$ cat src/rtl/fp_div_sched_pkg.sv
// Shared types and constants for the fp_div round-robin scheduler.
// Also used by the top-level block, which is built with the optional FPDIV_SCHED_TIMEOUT_EN watchdog.
package fpdiv_sched_pkg;

    typedef enum logic [1:0] {
        IDLE  = 2'd0,
        ISSUE = 2'd1,
        WAIT  = 2'd2,
        RESP  = 2'd3
    } state_t;

    // Bit positions inside the {ov,un,inv,div_zero,inexact} flag vector
    localparam int FLAG_OV  = 4;
    localparam int FLAG_UN  = 3;
    localparam int FLAG_INV = 2;
    localparam int FLAG_DZ  = 1;
    localparam int FLAG_NX  = 0;

    localparam logic [31:0] FP_NANQ = 32'h7FC00000;

    // Rounding-mode codes understood by fp_div
    localparam logic [2:0] RM_RNE = 3'd0;
    localparam logic [2:0] RM_RTZ = 3'd1;
    localparam logic [2:0] RM_RDN = 3'd2;
    localparam logic [2:0] RM_RUP = 3'd3;
    localparam logic [2:0] RM_RMM = 3'd4;

endpackage

$ cat src/rtl/fp_div_sched_rr_arbiter.sv
// Combinational round-robin arbiter: the first set request at or after ptr, searched circularly.
// The pointer register itself lives in the parent block.
module rr_arbiter #(
    parameter int NREQ = 4,
    parameter int IDW  = 2
) (
    input  logic [NREQ-1:0] req,
    input  logic [IDW-1:0]  ptr,
    output logic [NREQ-1:0] grant,
    output logic [IDW-1:0]  grant_idx,
    output logic            grant_any
);

    logic [IDW-1:0] idx;

    always_comb begin
        // NOTE: every output gets a default before the search so no path leaves one unassigned (no latch).
        grant     = '0;
        grant_idx = '0;
        grant_any = 1'b0;
        idx       = '0;
        for (int i = 0; i < NREQ; i++) begin
            idx = IDW'((int'(ptr) + i) % NREQ);
            if (!grant_any && req[idx]) begin
                grant_any  = 1'b1;
                grant[idx] = 1'b1;
                grant_idx  = idx;
            end
        end
    end

endmodule

$ cat src/rtl/fp_div_sched.sv
// Shares one fp_div among NREQ requesters: round-robin grant, operand hold, masked done, tagged response.
// Define FPDIV_SCHED_TIMEOUT_EN to add a WAIT watchdog that answers with a quiet NaN.
module fp_div_sched
    import fpdiv_sched_pkg::*;
#(
    parameter int NREQ           = 4,
    parameter int W              = 32,
    parameter int IDW            = 2,
    parameter int MIN_WAIT       = 3,
    parameter int TIMEOUT_CYCLES = 64
) (
    input  logic              clk,
    input  logic              rst,
    input  logic [NREQ-1:0]   req_valid,
    output logic [NREQ-1:0]   req_ready,
    input  logic [NREQ*W-1:0] req_a,
    input  logic [NREQ*W-1:0] req_b,
    input  logic [NREQ*3-1:0] req_rm,
    output logic              resp_valid,
    input  logic              resp_ready,
    output logic [IDW-1:0]    resp_id,
    output logic [W-1:0]      resp_data,
    output logic [4:0]        resp_flags,
    output logic              resp_timeout,
    output logic              busy,
    output logic              div_act,
    output logic [W-1:0]      div_in1,
    output logic [W-1:0]      div_in2,
    output logic [2:0]        div_round_m,
    input  logic [W-1:0]      div_out,
    input  logic              div_done,
    input  logic              div_ov,
    input  logic              div_un,
    input  logic              div_inv,
    input  logic              div_div_zero,
    input  logic              div_inexact
);

`ifdef FPDIV_SCHED_TIMEOUT_EN
    localparam bit TO_EN = 1'b1;
`else
    localparam bit TO_EN = 1'b0;
`endif
    // The wait counter only needs to reach the watchdog limit when the watchdog exists
    localparam int CNT_MAX = TO_EN ? TIMEOUT_CYCLES - 1 : MIN_WAIT;
    localparam int CW      = $clog2(CNT_MAX + 1);

    state_t          state;
    logic [IDW-1:0]  rr_ptr;
    logic [CW-1:0]   wait_cnt;
    logic [NREQ-1:0] grant;
    logic [IDW-1:0]  grant_idx;
    logic            grant_any;
    logic            done_ok;

    rr_arbiter #(.NREQ(NREQ), .IDW(IDW)) u_arb (
        .req       (req_valid),
        .ptr       (rr_ptr),
        .grant     (grant),
        .grant_idx (grant_idx),
        .grant_any (grant_any)
    );

    // Gated by rst so a requester never sees an accept that reset then throws away
    assign req_ready = (state == IDLE && !rst) ? grant : '0;
    assign busy      = (state != IDLE);
    assign done_ok   = div_done && (wait_cnt >= CW'(MIN_WAIT));

    // NOTE: all state below is updated with non-blocking assignments so every register sees pre-edge values.
    always_ff @(posedge clk) begin
        if (rst) begin
            state        <= IDLE;
            rr_ptr       <= '0;
            wait_cnt     <= '0;
            div_act      <= 1'b0;
            div_in1      <= '0;
            div_in2      <= '0;
            div_round_m  <= '0;
            resp_valid   <= 1'b0;
            resp_id      <= '0;
            resp_data    <= '0;
            resp_flags   <= '0;
            resp_timeout <= 1'b0;
        end else begin
            case (state)
                IDLE: begin
                    if (grant_any) begin
                        div_in1     <= req_a[grant_idx*W +: W];
                        div_in2     <= req_b[grant_idx*W +: W];
                        div_round_m <= req_rm[grant_idx*3 +: 3];
                        resp_id     <= grant_idx;
                        div_act     <= 1'b1;
                        state       <= ISSUE;
                    end
                end
                ISSUE: begin
                    div_act  <= 1'b0;
                    wait_cnt <= '0;
                    state    <= WAIT;
                end
                WAIT: begin
                    if (done_ok) begin
                        resp_data               <= div_out;
                        resp_flags[FLAG_OV]     <= div_ov;
                        resp_flags[FLAG_UN]     <= div_un;
                        resp_flags[FLAG_INV]    <= div_inv;
                        resp_flags[FLAG_DZ]     <= div_div_zero;
                        resp_flags[FLAG_NX]     <= div_inexact;
                        resp_valid              <= 1'b1;
                        state                   <= RESP;
                    end
`ifdef FPDIV_SCHED_TIMEOUT_EN
                    else if (wait_cnt == CW'(CNT_MAX)) begin
                        resp_data    <= W'(FP_NANQ);
                        resp_flags   <= 5'(1 << FLAG_INV);
                        resp_timeout <= 1'b1;
                        resp_valid   <= 1'b1;
                        state        <= RESP;
                    end
`endif
                    else if (wait_cnt != CW'(CNT_MAX)) begin
                        wait_cnt <= wait_cnt + CW'(1);
                    end
                end
                RESP: begin
                    if (resp_ready) begin
                        resp_valid   <= 1'b0;
                        resp_timeout <= 1'b0;
                        rr_ptr       <= (resp_id == IDW'(NREQ - 1)) ? '0 : resp_id + IDW'(1);
                        state        <= IDLE;
                    end
                end
                default: state <= IDLE;
            endcase
        end
    end

endmodule

$ cat config.mk
export PLATFORM = sky130hd
export DESIGN_NAME = fp_div_sched
export DESIGN_NICKNAME = d
export VERILOG_FILES = /design/src/rtl/fp_div_sched_pkg.sv /design/src/rtl/fp_div_sched_rr_arbiter.sv /design/src/rtl/fp_div_sched.sv
export SDC_FILE = /design/constraint.sdc
export NUM_CORES = 1
export LEC_CHECK = 0
export CORE_AREA = 2 2 168 170
export DETAILED_ROUTE_END_ITERATION = 16
export DIE_AREA = 0 0 170 172
export MAX_ROUTING_LAYER = met4
export PLACE_DENSITY = 0.52
export SKIP_LAST_GASP = 1
export SYNTH_ARGS = -nofsm -noshare
export SYNTH_HDL_FRONTEND = slang
export SYNTH_HIERARCHICAL = 1
export SYNTH_SLANG_ARGS = --single-unit
$ cat constraint.sdc
create_clock -name clk -period 3.5 [get_ports clk]
set_input_delay 0.875 -clock clk [delete_from_list [all_inputs] [get_ports clk]]
set_output_delay 0.875 -clock clk [all_outputs]
set_load 0.03 [all_outputs]
==> results of run 1 <==
power by group:
group / switching (mW) / internal, mW / leakage, nW / total [mW]
logic: 1.66 / 1.52 / 2.98 / 3.18
clock network: 0.664 / 1.21 / 0.299 / 1.88
registers: 0.188 / 1.65 / 0.933 / 1.84
worst max path at each step:
stage / start / end / depth (start not counted)
2_1_floorplan: req_valid[2] / req_ready[0] / 6
3_3_place_gp: req_valid[0] / req_ready[1] / 7
3_5_place_dp: req_valid[3] / div_in2[15]$_SDFFE_PP0P_ / 10
4_1_cts: req_valid[2] / req_ready[2] / 7
5_1_grt: rr_ptr[1]$_SDFFE_PP0P_ / req_ready[2] / 8
6_report: rr_ptr[1]$_SDFFE_PP0P_ / req_ready[0] / 8
placed cells by master, fill, tap and decap left out, types with 4 or more instances in the layout:
| cell type | Yosys | final |
|---|---|---|
| nand2_1 | 81 | 81 |
| buf_4 | 5 | 46 |
| a21oi_1 | 46 | 46 |
| nor2_1 | 8 | 8 |
| nand2b_1 | 4 | 4 |
| o21ai_1 | 30 | 31 |
| diode_2 | 0 | 4 |
| ha_1 | 11 | 11 |
| o21ai_0 | 44 | 43 |
| and2_1 | 5 | 5 |
| mux2i_1 | 70 | 70 |
| a22oi_1 | 74 | 74 |
| clkdlybuf4s50_1 | 0 | 416 |
| clkbuf_16 | 0 | 17 |
| inv_1 | 8 | 8 |
| clkbuf_2 | 0 | 4 |
| nand3_1 | 5 | 5 |
| dfxtp_1 | 114 | 114 |
| mux2_2 | 69 | 69 |
| buf_12 | 0 | 7 |
| bufinv_16 | 0 | 4 |
logic make-up (layout without fill, tap and decap cells):
kind of cell	Yosys count	count (layout)	share of synthesized area
muxes	143	143	0.258
DFF	114	114	0.374
adders and majority gates	11	11	0.0226
and+or+nand+nor	117	117	0.0875
other	1	5	0.000615
buffers and inverters	62	515	0.0560
AOI/OAI and AO/OA	202	202	0.200
layer usage:
metal,vias up,global-route usage
li1,3258,-
met1,3081,0.208
met2,275,0.321
met3,19,0.0604
met4,0,0.0472
met5,-,-
stage by stage:
stage | hold WS, ns | setup slack (ns) | util | area, sq um
3_5_place_dp | 0.447 | -0.210 | 0.398 | 10900
2_1_floorplan | 0.453 | 0.354 | - | 6090
3_3_place_gp | 0.441 | -0.193 | 0.398 | 10900
6_report | 0.454 | 0.174 | 0.421 | 11600
5_1_grt | 0.471 | 0.00166 | 0.421 | 11600
4_1_cts | 0.453 | 0.0333 | 0.421 | 11600
registers in the layout (all words and copies together) (netlist names):
register,flops
state,2
wait_cnt,2
rr_ptr,2
div_in1,32
resp_id,2
div_act,1
resp_flags,5
resp_data,32
div_in2,32
resp_valid,1
div_round_m,3
worst max-delay path, stage by stage (launching register included):
cell,delay [ns]
dfxtp_1,0.32
inv_1,0.09
ha_1,0.37
mux4_2,0.38
nor4b_4,0.39
a22oi_1,0.12
o21ai_0,0.09
and2_1,0.14
buf_4,0.15
timing repair:
action,in CTS,in global routing
pin swaps,1,2
hold buffers,0,0
setup buffers,2,0
resized for setup,5,10
endpoints found under the setup margin,4,4
final cells by class:
type	instances	area share
Timing Repair Buffer	475	0.405
Multi-Input combinational cell	474	0.302
Sequential cell	114	0.197
Clock buffer	19	0.0383
Tap cell	346	0.0375
Antenna cell	4	0.000866
Clock inverter	13	0.0159
Inverter	8	0.00260
==> summary.md, run 1 <==
| Metric | Value |
|---|---|
| Top Ports | `427` |
| DR iter-0 viols | `215` |
| Vias | `6633` |
| Floorplan core area | `around 27000 sq um` |
| M1 wire length | `11100 um` |
| Clk root buf | `clkbuf_16` |
| Final Hold Vio Count | `0` |
| Vias per cell | `4.57` |
| P per Cell Area | `597 nW/um^2` |
| Layout cell share with drive strength beyond 1 | `0.154` |
| Final GP Congestion | `0.762` |
| Maximum buffer depth of the clock tree | `2` |
| Num CTS Buffers | `17` |
| Reg-to-Reg End | `div_in1[16]$_SDFFE_PP0P_` |
| Sequential area share after synthesis | `0.374` |
| First-pass GRT wire length | `39500 um` |
| Largest net degree at the start of global routing | `53` |
| TritonRoute pass-1 iters | `4` |
| WHS Path Cells | `2` |
| Most area-consuming cells after synthesis | `dfxtp_1 37%, mux2_2 13%, mux2i_1 11%` |
| Syn_nets | `~970` |
| Synth async-reset ratio | `0` |
| Avg Cell Area, Syn | `roughly 9.4 sq um` |
| CP Class | `reg2out` |
| Register area | `2280 sq um` |
| Row Count | `61` |
| Post-synth EDFFs | `0` |
| Top-count cell post-synth | `dfxtp_1` |
| Die area | `29200 sq um` |
| Max layer used | `met4` |
| Top-area cell type share of the netlist area | `0.374` |
| Tcrit/Tclk final | `0.950` |
| DR WL met3 | `roughly 2400 um` |
| Fill cell count | `2729` |
| Met2 Wirelength | `14100 um` |
| Design Power | `6.90 mW` |
| Reg2Reg Depth | `10` |
| Die W | `170 um` |
| Grt total ovfl | `0` |
| Non-Filler Instances | `1453` |
| Setup TNS | `0 ns` |
| Starting Density | `0.222` |
| Data arrival, critical path | `2.45 ns` |
| VDD IR max | `0.000269 V` |
| Primary FF master, synth | `dfxtp_1` |
| #FFs+latches synth | `114` |
| Placed Cells | `roughly 1400` |
| Hold Crit Start | `resp_data[22]$_SDFFE_PP0P_` |
| Worst path required time | `2.62 ns` |
| Port Buffers | `roughly 430` |
| P&R area growth vs syn | `89.6%` |
| Outcome | `complete, no violations` |
| GRT Overall Usage | `0.186` |
| # DRC | `0` |
| R2r setup slk | `0.52 ns` |
| Mapped cell area | `6090 sq um` |
| Hold Path End | `resp_data[22]$_SDFFE_PP0P_` |
| CTS tree | `done` |
| Max-Cap Viols | `0` |
| Die height | `172 um` |
| Max Fclk | `301 MHz` |
| # setup viols final | `0` |
| Synth top cells by count | `114 x dfxtp_1, 81 x nand2_1, 74 x a22oi_1` |
| Area taken by multi-input logic gates | `3490 sq um` |
| Tightest Hold Check Type | `reg2reg` |
| Sink Count | `114` |
| NumNets Final | `1414` |
| Synth Instances | `650` |
| Min Tclk post-route | `3.33 ns` |
| Actual slew at the worst max-slew pin | `0.542 ns` |
| Avg WL per Cell | `19.2 um` |
| Pleak | `4.21 nW` |
| H-tree Lvls | `4` |
| Max-Slew Margin vs Limit | `0.639` |
| Origin of the critical flop-to-flop path | `rr_ptr[1]$_SDFFE_PP0P_` |
| Crit end category | `primary output` |
| Final WL | `27900 um` |
| CP startpoint kind | `flip-flop` |
| Yosys cell types | `41` |
| Antenna-violating nets left | `0` |
| Initial antenna violation count | `4` |
| RSZ-0062 raised after global routing | `no` |
| CTS clk-pin slew, worst paths | `0.06 ns` |
| Vias in the first global route | `~6700` |
| Synth warn | `6` |
| Post-detail-place hpwl | `21900 um` |
| Worst-path maximum fanout | `5` |
| Biggest area consumer among synthesized cells | `dfxtp_1` |
| Final Skew | `0.0114 ns` |
| Slew Limit Fails | `0` |
| Worst skew pair latency | `0.41 ns` |
Power figures use the tool's default switching activity.
==> run 2, diff against run 1 <==
--- a/config.mk
+++ b/config.mk
@@ -11,6 +11,7 @@
 export MAX_ROUTING_LAYER = met4
 export PLACE_DENSITY = 0.52
 export SKIP_LAST_GASP = 1
+export SLEW_MARGIN = 20
 export SYNTH_ARGS = -nofsm -noshare
 export SYNTH_HDL_FRONTEND = slang
 export SYNTH_HIERARCHICAL = 1
==> results of run 2 <==
No change in the layout: final DEF, timing and power equal those of run 1.
==> run 3, diff against run 2 <==
--- a/config.mk
+++ b/config.mk
@@ -5,6 +5,7 @@
 export SDC_FILE = /design/constraint.sdc
 export NUM_CORES = 1
 export LEC_CHECK = 0
+export CAP_MARGIN = 20
 export CORE_AREA = 2 2 168 170
 export DETAILED_ROUTE_END_ITERATION = 16
 export DIE_AREA = 0 0 170 172
@@ -16,3 +17,4 @@
 export SYNTH_HDL_FRONTEND = slang
 export SYNTH_HIERARCHICAL = 1
 export SYNTH_SLANG_ARGS = --single-unit
+export TNS_END_PERCENT = 50
==> results of run 3 <==
No change in the layout: final DEF, timing and power equal those of run 1.
